File: config.mk
export PLATFORM = sky130hd
export DESIGN_NAME = vga_timing_pattern_gen
export DESIGN_NICKNAME = d
export VERILOG_FILES = /design/src/rtl/vga_timing_pattern_gen.sv
export SDC_FILE = /design/constraint.sdc
export NUM_CORES = 1
export LEC_CHECK = 0
export BUFFER_PORTS_ARGS = -buffer_cell sky130_fd_sc_hd__buf_2
export CAP_MARGIN = 5
export CORE_ASPECT_RATIO = 0.5
export CORE_MARGIN = 10
export CORE_UTILIZATION = 25
export DETAILED_ROUTE_END_ITERATION = 8
export PLACE_DENSITY = 0.51
export REMOVE_ABC_BUFFERS = 1
export SYNTH_ARGS = -nofsm -noshare
export SYNTH_HDL_FRONTEND = slang
export SYNTH_SLANG_ARGS = --single-unit
File: constraint.sdc
create_clock -name clk -period 2.8 [get_ports clk]
set_clock_uncertainty 0.05 [all_clocks]
set_input_delay 0.56 -clock clk [delete_from_list [all_inputs] [get_ports clk]]
set_output_delay 0.56 -clock clk [all_outputs]
set_load 0.03 [all_outputs]
File: src/rtl/vga_timing_pattern_gen.sv
// VGA timing generator with built-in test patterns; outputs registered 1 clk after the counters, free-running (no backpressure).
// Optional macro VGA_BORDER_EN forces an all-ones border on the first/last active row and column.
module vga_timing_pattern_gen #(
  parameter int CLK_DIV    = 4,
  parameter int H_ACTIVE   = 640,
  parameter int H_FP       = 16,
  parameter int H_SYNC     = 96,
  parameter int H_BP       = 48,
  parameter int V_ACTIVE   = 480,
  parameter int V_FP       = 10,
  parameter int V_SYNC     = 2,
  parameter int V_BP       = 33,
  parameter int H_SYNC_POL = 0,
  parameter int V_SYNC_POL = 0,
  parameter int COLOR_W    = 4,
  parameter int CHK_SHIFT  = 5,
  parameter int CW         = 10
) (
  input  logic               clk,
  input  logic               rst,
  input  logic [1:0]         mode,
  input  logic [COLOR_W-1:0] sw_red,
  input  logic [COLOR_W-1:0] sw_green,
  input  logic [COLOR_W-1:0] sw_blue,
  output logic               h_sync,
  output logic               v_sync,
  output logic               de,
  output logic [CW-1:0]      x_pixel,
  output logic [CW-1:0]      y_pixel,
  output logic [COLOR_W-1:0] red_port,
  output logic [COLOR_W-1:0] green_port,
  output logic [COLOR_W-1:0] blue_port,
  output logic               pix_en,
  output logic               line_start,
  output logic               frame_start
);

  localparam int H_TOTAL = H_ACTIVE + H_FP + H_SYNC + H_BP;
  localparam int V_TOTAL = V_ACTIVE + V_FP + V_SYNC + V_BP;
  localparam int DW      = (CLK_DIV > 1) ? $clog2(CLK_DIV) : 1;
  localparam int BAR_W   = (H_ACTIVE >= 8) ? H_ACTIVE / 8 : 1;

  localparam logic [DW-1:0] DIV_MAX = DW'(CLK_DIV - 1);
  localparam logic [CW-1:0] H_MAX   = CW'(H_TOTAL - 1);
  localparam logic [CW-1:0] V_MAX   = CW'(V_TOTAL - 1);
  localparam logic [CW-1:0] H_ACT   = CW'(H_ACTIVE);
  localparam logic [CW-1:0] V_ACT   = CW'(V_ACTIVE);
  localparam logic [CW-1:0] HS_BEG  = CW'(H_ACTIVE + H_FP);
  localparam logic [CW-1:0] HS_END  = CW'(H_ACTIVE + H_FP + H_SYNC);
  localparam logic [CW-1:0] VS_BEG  = CW'(V_ACTIVE + V_FP);
  localparam logic [CW-1:0] VS_END  = CW'(V_ACTIVE + V_FP + V_SYNC);
  localparam logic [CW-1:0] BAR_MAX = CW'(BAR_W - 1);
  localparam logic          HS_ON   = (H_SYNC_POL != 0);
  localparam logic          VS_ON   = (V_SYNC_POL != 0);
`ifdef VGA_BORDER_EN
  localparam logic [CW-1:0] H_LAST  = CW'(H_ACTIVE - 1);
  localparam logic [CW-1:0] V_LAST  = CW'(V_ACTIVE - 1);
`endif

  logic [DW-1:0] r_div;
  logic [CW-1:0] r_h;
  logic [CW-1:0] r_v;
  logic [1:0]    r_mode;
  logic          r_adv;
  logic [CW-1:0] r_bar_pos;
  logic [2:0]    r_bar_idx;

  logic               w_stb;
  logic               w_h_wrap;
  logic [CW-1:0]      w_h_nxt;
  logic [CW-1:0]      w_v_nxt;
  logic               w_de;
  logic [COLOR_W-1:0] w_red;
  logic [COLOR_W-1:0] w_green;
  logic [COLOR_W-1:0] w_blue;

  assign w_stb    = (r_div == DIV_MAX);
  assign w_h_wrap = (r_h == H_MAX);
  assign w_h_nxt  = w_h_wrap ? '0 : r_h + 1'b1;
  assign w_v_nxt  = w_h_wrap ? ((r_v == V_MAX) ? '0 : r_v + 1'b1) : r_v;
  assign w_de     = (r_h < H_ACT) && (r_v < V_ACT);

  // r_adv marks the clk right after a counter step, so the output stage can tag that pixel.
  always_ff @(posedge clk or posedge rst) begin
    if (rst) begin
      r_div     <= '0;
      r_h       <= '0;
      r_v       <= '0;
      r_mode    <= 2'd0;
      r_adv     <= 1'b0;
      r_bar_pos <= '0;
      r_bar_idx <= 3'd0;
    end else begin
      r_adv <= w_stb;
      r_div <= w_stb ? '0 : r_div + 1'b1;
      if (w_stb) begin
        r_h <= w_h_nxt;
        r_v <= w_v_nxt;
        if (w_h_nxt == '0 && w_v_nxt == '0)
          r_mode <= mode;
        if (w_h_nxt == '0) begin
          r_bar_pos <= '0;
          r_bar_idx <= 3'd0;
        end else if (r_bar_pos == BAR_MAX) begin
          r_bar_pos <= '0;
          if (r_bar_idx != 3'd7)
            r_bar_idx <= r_bar_idx + 3'd1;
        end else begin
          r_bar_pos <= r_bar_pos + 1'b1;
        end
      end
    end
  end

  // Bar colours {R,G,B}: R = ~idx[1], G = ~idx[2], B = ~idx[0] reproduces 111,110,011,...,000.
  always_comb begin
    w_red   = '0;
    w_green = '0;
    w_blue  = '0;
    if (w_de) begin
      case (r_mode)
        2'd0: begin
          w_red   = sw_red;
          w_green = sw_green;
          w_blue  = sw_blue;
        end
        2'd1: begin
          w_red   = {COLOR_W{~r_bar_idx[1]}};
          w_green = {COLOR_W{~r_bar_idx[2]}};
          w_blue  = {COLOR_W{~r_bar_idx[0]}};
        end
        2'd2: begin
          if (r_h[CHK_SHIFT] ^ r_v[CHK_SHIFT]) begin
            w_red   = sw_red;
            w_green = sw_green;
            w_blue  = sw_blue;
          end
        end
        default: begin
          w_red   = COLOR_W'(r_h >> 6);
          w_green = COLOR_W'(r_v >> 6);
          w_blue  = sw_blue;
        end
      endcase
`ifdef VGA_BORDER_EN
      if (r_h == '0 || r_h == H_LAST || r_v == '0 || r_v == V_LAST) begin
        w_red   = '1;
        w_green = '1;
        w_blue  = '1;
      end
`endif
    end
  end

  always_ff @(posedge clk or posedge rst) begin
    if (rst) begin
      h_sync      <= ~HS_ON;
      v_sync      <= ~VS_ON;
      de          <= 1'b0;
      x_pixel     <= '0;
      y_pixel     <= '0;
      red_port    <= '0;
      green_port  <= '0;
      blue_port   <= '0;
      pix_en      <= 1'b0;
      line_start  <= 1'b0;
      frame_start <= 1'b0;
    end else begin
      h_sync      <= (r_h >= HS_BEG && r_h < HS_END) ? HS_ON : ~HS_ON;
      v_sync      <= (r_v >= VS_BEG && r_v < VS_END) ? VS_ON : ~VS_ON;
      de          <= w_de;
      x_pixel     <= w_de ? r_h : '0;
      y_pixel     <= w_de ? r_v : '0;
      red_port    <= w_red;
      green_port  <= w_green;
      blue_port   <= w_blue;
      pix_en      <= r_adv;
      line_start  <= r_adv && (r_h == '0);
      frame_start <= r_adv && (r_h == '0) && (r_v == '0);
    end
  end

endmodule

Word level (Yosys, flattened, before mapping)
Cells that the tools add are included.
{ "totals": {"register_bits": 76} }
{ "op_classes": {"addsub": 5, "n_lt_le_gt_ge": 6, "n_eq_ne": 7, "muxes": 22, "n_bitwise": 4, "reduce_logical": 15} }
{ "ops": {"columns": ["op", "n"], "rows": [
  ["10-bit 2-to-1 mux", 7],
  ["10-bit zero test", 4],
  ["10-bit by 1-bit adder with 10-bit output (second input constant)", 3],
  ["4-bit 2-to-1 mux", 6],
  ["4-bit case mux with 3 select lines", 2],
  ["10-bit equality test (second input constant)", 2],
  ["10-bit less-than comparator (second input constant)", 2],
  ["10-bit by 9-bit less-than comparator with 1-bit output (second input constant)", 2],
  ["10-bit by 7-bit equality test with 1-bit output (second input constant)", 1],
  ["10-bit >= comparator (second input constant)", 1],
  ["10-bit by 9-bit >= comparator with 1-bit output (second input constant)", 1],
  ["3-bit 2-to-1 mux", 3],
  ["4-bit case mux with 2 select lines", 1],
  ["1-bit logical AND", 6],
  ["2-bit equality test (second input constant)", 2],
  ["2-bit nonzero test", 2],
  ["3-bit by 1-bit adder with 3-bit output (second input constant)", 1],
  ["3-bit inequality test (second input constant)", 1],
  ["1-bit inverter", 3],
  ["3-bit AND reduction", 1],
  ["2-bit by 1-bit adder with 2-bit output (second input constant)", 1],
  ["2-bit by 1-bit equality test with 1-bit output (second input constant)", 1],
  ["2-bit zero test", 1],
  ["1-bit 2-to-1 mux", 2],
  ["other kinds (3)", 3]
]} }

Depth between registers and ports, before layout
{ "depth": {"word_depth": 6, "mapped_depth": 9, "ltp_nobuf": 9} }

Least setup slack after synthesis
OpenSTA, ideal clock, no wires.
{ "synth_timing": {"path_type": "register -> register", "startpoint": "register r_h[0]", "endpoint": "register r_mode[0]", "setup_time_ps": 127, "t_arrival_ps": 2150, "slack_ps": 472, "path_stages_with_launch": 9, "n_path_buf": 0, "synth_period_minus_slack_ps": 2328, "path_cell_list": "dfrtp_1 > ha_1 > and3_1 > and4_4 > nand4_4 > and3b_1 > o32a_1 > nand4_2 > mux2_1"} }
{ "synth_via": {"elab_chain_cells": 5, "word_cells_on_any_way": 8} }
{ "synth_lines": {"columns": ["element", "line_no", "rtl"], "rows": [
  ["start: declaration", "61", "logic [CW-1:0] r_h;"],
  ["start signal: assignment", "97", "r_h <= w_h_nxt;"],
  ["10-bit by 1-bit adder with 10-bit output or 10-bit equality test (tied branches)", "79, 78", null],
  ["10-bit 2-to-1 mux, on equally long branches", "79, 80", null],
  ["10-bit zero test", "99", "if (w_h_nxt == '0 && w_v_nxt == '0)"],
  ["1-bit logical AND *", "99", null],
  ["2-bit AND reduction (no source line) *", null, null],
  ["end signal: assignment", "100", "r_mode <= mode;"],
  ["end: declaration", "63", "logic [1:0] r_mode;"]
]} }
Mark *: on every way between the ends. The rest lies on a longest branch, timed or not.
A chain may end at the register's enable or synchronous reset.

Worst setup path in the final report
{ "layout_timing": {"startpoint": "register r_h[1]", "endpoint": "register r_mode[0]"} }
Same word-level chain as after synthesis.

==> qor.yml <==
critical_path:
  path_delay_family: "simple AND/OR/NAND/NOR gates"
  cp_data_arrival_time_ps: 2790
  crit_path_max_incr_delay_ps: 400
  timing.rr.start: "r_h[1]"
  crit_buf_inv: 0
  slowest_stage: "dfrtp_1"
  reg2reg_depth: 8
  crit_fanout: 12
  worstPathRequired_ps: 2970
  startpoint_type: "flop"
  setup.worst_path.start: "r_h[1]"
  end_kind: "flop"
  crit_chain: "ha_1 -> and3_1 -> and4_4 -> nand4_4 -> and3b_1 -> o32a_1 -> nand4_2 -> mux2_1"
  path_class: "reg -> reg"
  ff2ff_setup_slack_ps: 170
  r2r-end: "r_mode[0]"
floorplan:
  initial_utilization_pct: 25.7
  die_area_um2: 20600
  ios: 54
  die_height_um: 107
  rows: 31
  die_x_um: 193
  core-area_um2: 14500
cts:
  cts-root-buf: "clkbuf_16"
  htree_levels: 3
  clk_path_buf_depth: 2
  ctsResizeCount: 0
  cts_setup_buffers: 0
  holdBufCountCts: 0
  cts_tree: "done"
  clock_latency_ps: 330
  cts_buffers: 9
  cts_sinks: 76
  clkSlewWorstSetupHoldPaths_ps: 60
power_and_ir_drop:
  switchingPower_mw: 0.548
  p_clk_share_pct: 48.9
  switching_share_pct: 22.4
  combPwrFrac_pct: 5.1
  pwr-share-seq_pct: 46.0
  p_per_area_nw_per_um2: 536
  finalPower_mw: 2.44
  ir_drop_uv: 268
  intPower_mw: 1.89
  leakage_nw: 2.08
timing:
  max_slew_margin_pct: 57.4
  hold_viol: 0
  finalSetupTns_ps: 0
  min_period_ps: 2630
  final-setup-viol-count: 0
  period_share_pct: 93.8
  max_freq_ghz: 0.381
  worst_pin_slew_ps: 633
  rsz0062_at_grt: "false"
  slew_violations: 0
global_routing:
  grt-busiest-layer: "met2"
  grt_pass1_wl_mm: 15.4
  met3_usage_pct: 2.22
  grt_max_degree: 48
  grt.total_usage_pct: 9.37
  gr-usage-met1_pct: 12.7
  antenna_found_initial: 0
  globalRoute.totalOverflow: 0
  grtUsageMet2_pct: 14.2
  grt_pass1_vias: 2817
drt:
  vias: 2913
  routedWlPerCell_um: 15.0
  drc: 0
  wirelength_mm: 9.45
  drtIter0Drc: 302
  ant_nets: 0
  vias_per_cell: 4.63
  dr.pass1.iters: 6
yosys:
  synthFlopType: "dfrtp_1"
  synthCells: 371
  ys_ff_latch: 76
  ys_top_cells_by_area: "dfrtp_1 (49%), nand2_1 (4.6%), ha_1 (4.3%)"
  synth-xor-area-share_pct: 2.81
  synth-compound-area-share_pct: 13.4
  avgSynthCellArea_um2: 10.1
  synthMuxAreaShare_pct: 1.20
  synth-edff-count: 0
  yosysTopAreaCellShare_pct: 49.5
  syn_area_um2: 3740
  yosysMostFrequentCell: "dfrtp_1"
  synth_cell_type_count: 56
  yosysTopAreaCell: "dfrtp_1"
  synthTopCellsByCount: "dfrtp_1 (74), nand2_1 (46), nor2_1 (28), o21ai_0 (19), inv_1 (18)"
  ys_warn_count: 0
  ys_seq_area_share_pct: 50.9
  async_reset_ff_share_pct: 100
  synthAdderAreaFrac_pct: 4.35
  synthSimpleGateAreaFrac_pct: 22.8
  synth_top_family_by_area: "simple AND/OR/NAND/NOR gates"
final_layout:
  antenna_cells: 0
  final_util_pct: 31.3
  fillers: 1486
  multi_input_area_um2: 1670
  finish.net_count: 455
  final_cell_area_um2: 4550
  drive_above_1_share_pct: 23.0
  instances_no_fill: 629
  syn_to_final_growth_pct: 21.6
  register_area_um2: 1900
placement:
  place.gp.congestion: 0.886
  post-dp-hpwl_mm: 6.97
  dp.cells: 613
  portBuffers: 53
  place_area_um2: 4240
hold_path:
  hold_path.class: "in -> async"
flow_run:
  maxCapViolCount: 0
run_status:
  status: "finished clean"
logic make-up (layout without fill, tap and decap cells):
logic type | count (synthesis) | in the layout
compound gates | 73 | 73
other cells | 1 | 1
mux | 4 | 4
flops | 76 | 76
fa+ha+maj | 13 | 13
xor+xnor | 12 | 12
buf+inv | 38 | 98
simple gates | 154 | 154
power groups by stage:
| stage | logic [mW] | clock network, mW | registers [mW] |
|---|---|---|---|
| 4_1_cts | 0.127 | 1.23 | 1.12 |
| 6_report | 0.123 | 1.19 | 1.12 |
| 3_5_place_dp | 0.127 | 0 | 1.14 |
| 5_1_grt | 0.137 | 1.28 | 1.12 |
| 2_1_floorplan | 0.0423 | 0 | 1.18 |
| 3_3_place_gp | 0.127 | 0 | 1.14 |
metal layers:
metal  vias to the layer above  part of all wire (%)
li1                       1416                     -
met1                      1419                    49
met2                        68                    46
met3                        10                   3.8
met4                         0                   1.7
met5                         -                     0
stage by stage:
step | hold WS, ps | worst slack [ps]
floorplan | 304 | 255
global placement | 334 | 288
detailed placement | 344 | 229
CTS | 4.30 | 188
global route | 8.18 | 34.7
finish | 14.2 | 173
placed cells by master (no fill, tap or decap), types with 2 or more instances in the layout:
cell        synthesis  layout
nand4_2             2       2
dfstp_2             2       2
nand3b_1            4       4
a21o_1              4       4
nor3_1             10      10
nand2_1            46      46
nor2b_1             3       3
a32oi_1             2       2
buf_4               1      11
a31oi_1             7       7
nor4_1              3       3
and4_1              3       3
o31ai_1             3       3
and3_1              8       8
nand4_1             4       4
clkbuf_8            0       2
o21ai_0            19      19
a221oi_1            7       7
mux2_1              2       2
clkinvlp_4          0       2
xnor2_1             9       9
ha_1               13      13
nand2b_1            5       5
and2_1             11      11
a22o_1              6       6
or4_1               2       2
buf_2               3      53
o22ai_1             3       3
nor2_1             28      28
xor2_1              3       3
nand3_1            13      13
inv_1              18      17
clkbuf_16           0       9
a21oi_1            15      15
mux2_2              2       2
dfrtp_1            74      74
flip-flops by register name (all words and copies together), names as in the netlist:
signal	count
y_pixel	10
r_mode	2
r_h	10
r_adv	1
v_sync	1
de	1
r_div	2
blue_port	4
r_bar_pos	10
r_v	10
r_bar_idx	3
x_pixel	10
pix_en	1
h_sync	1
red_port	4
line_start	1
frame_start	1
green_port	4
how the worst max path moves through the flow:
| stage | endpoint | slack (ps) | cells past startpoint |
|---|---|---|---|
| 4_1_cts | r_mode[0] | 190 | 8 |
| 6_report | r_mode[0] | 170 | 8 |
| 5_1_grt | r_mode[1] | 30 | 8 |
| 3_3_place_gp | r_mode[1] | 290 | 8 |
| 3_5_place_dp | r_mode[0] | 230 | 8 |
| 2_1_floorplan | blue_port[0] | 250 | 1 |
worst register-to-register path: cells and delay by family, from the launching register on:
family          cells  cell delay (ps)
compound gates      1              340
flops               1              400
mux                 1              320
simple gates        5             1180
fa+ha+maj           1              230
area by class of cell:
cell class,instances,share of cell area [%]
flip-flops and latches,76,41.8
multi-input cells,257,36.7
repair buffers,64,7.64
clock buffers,11,5.55
well taps,198,5.44
inverters,18,1.48
clock inverters,5,1.29
(Power assumes the default switching activity.)
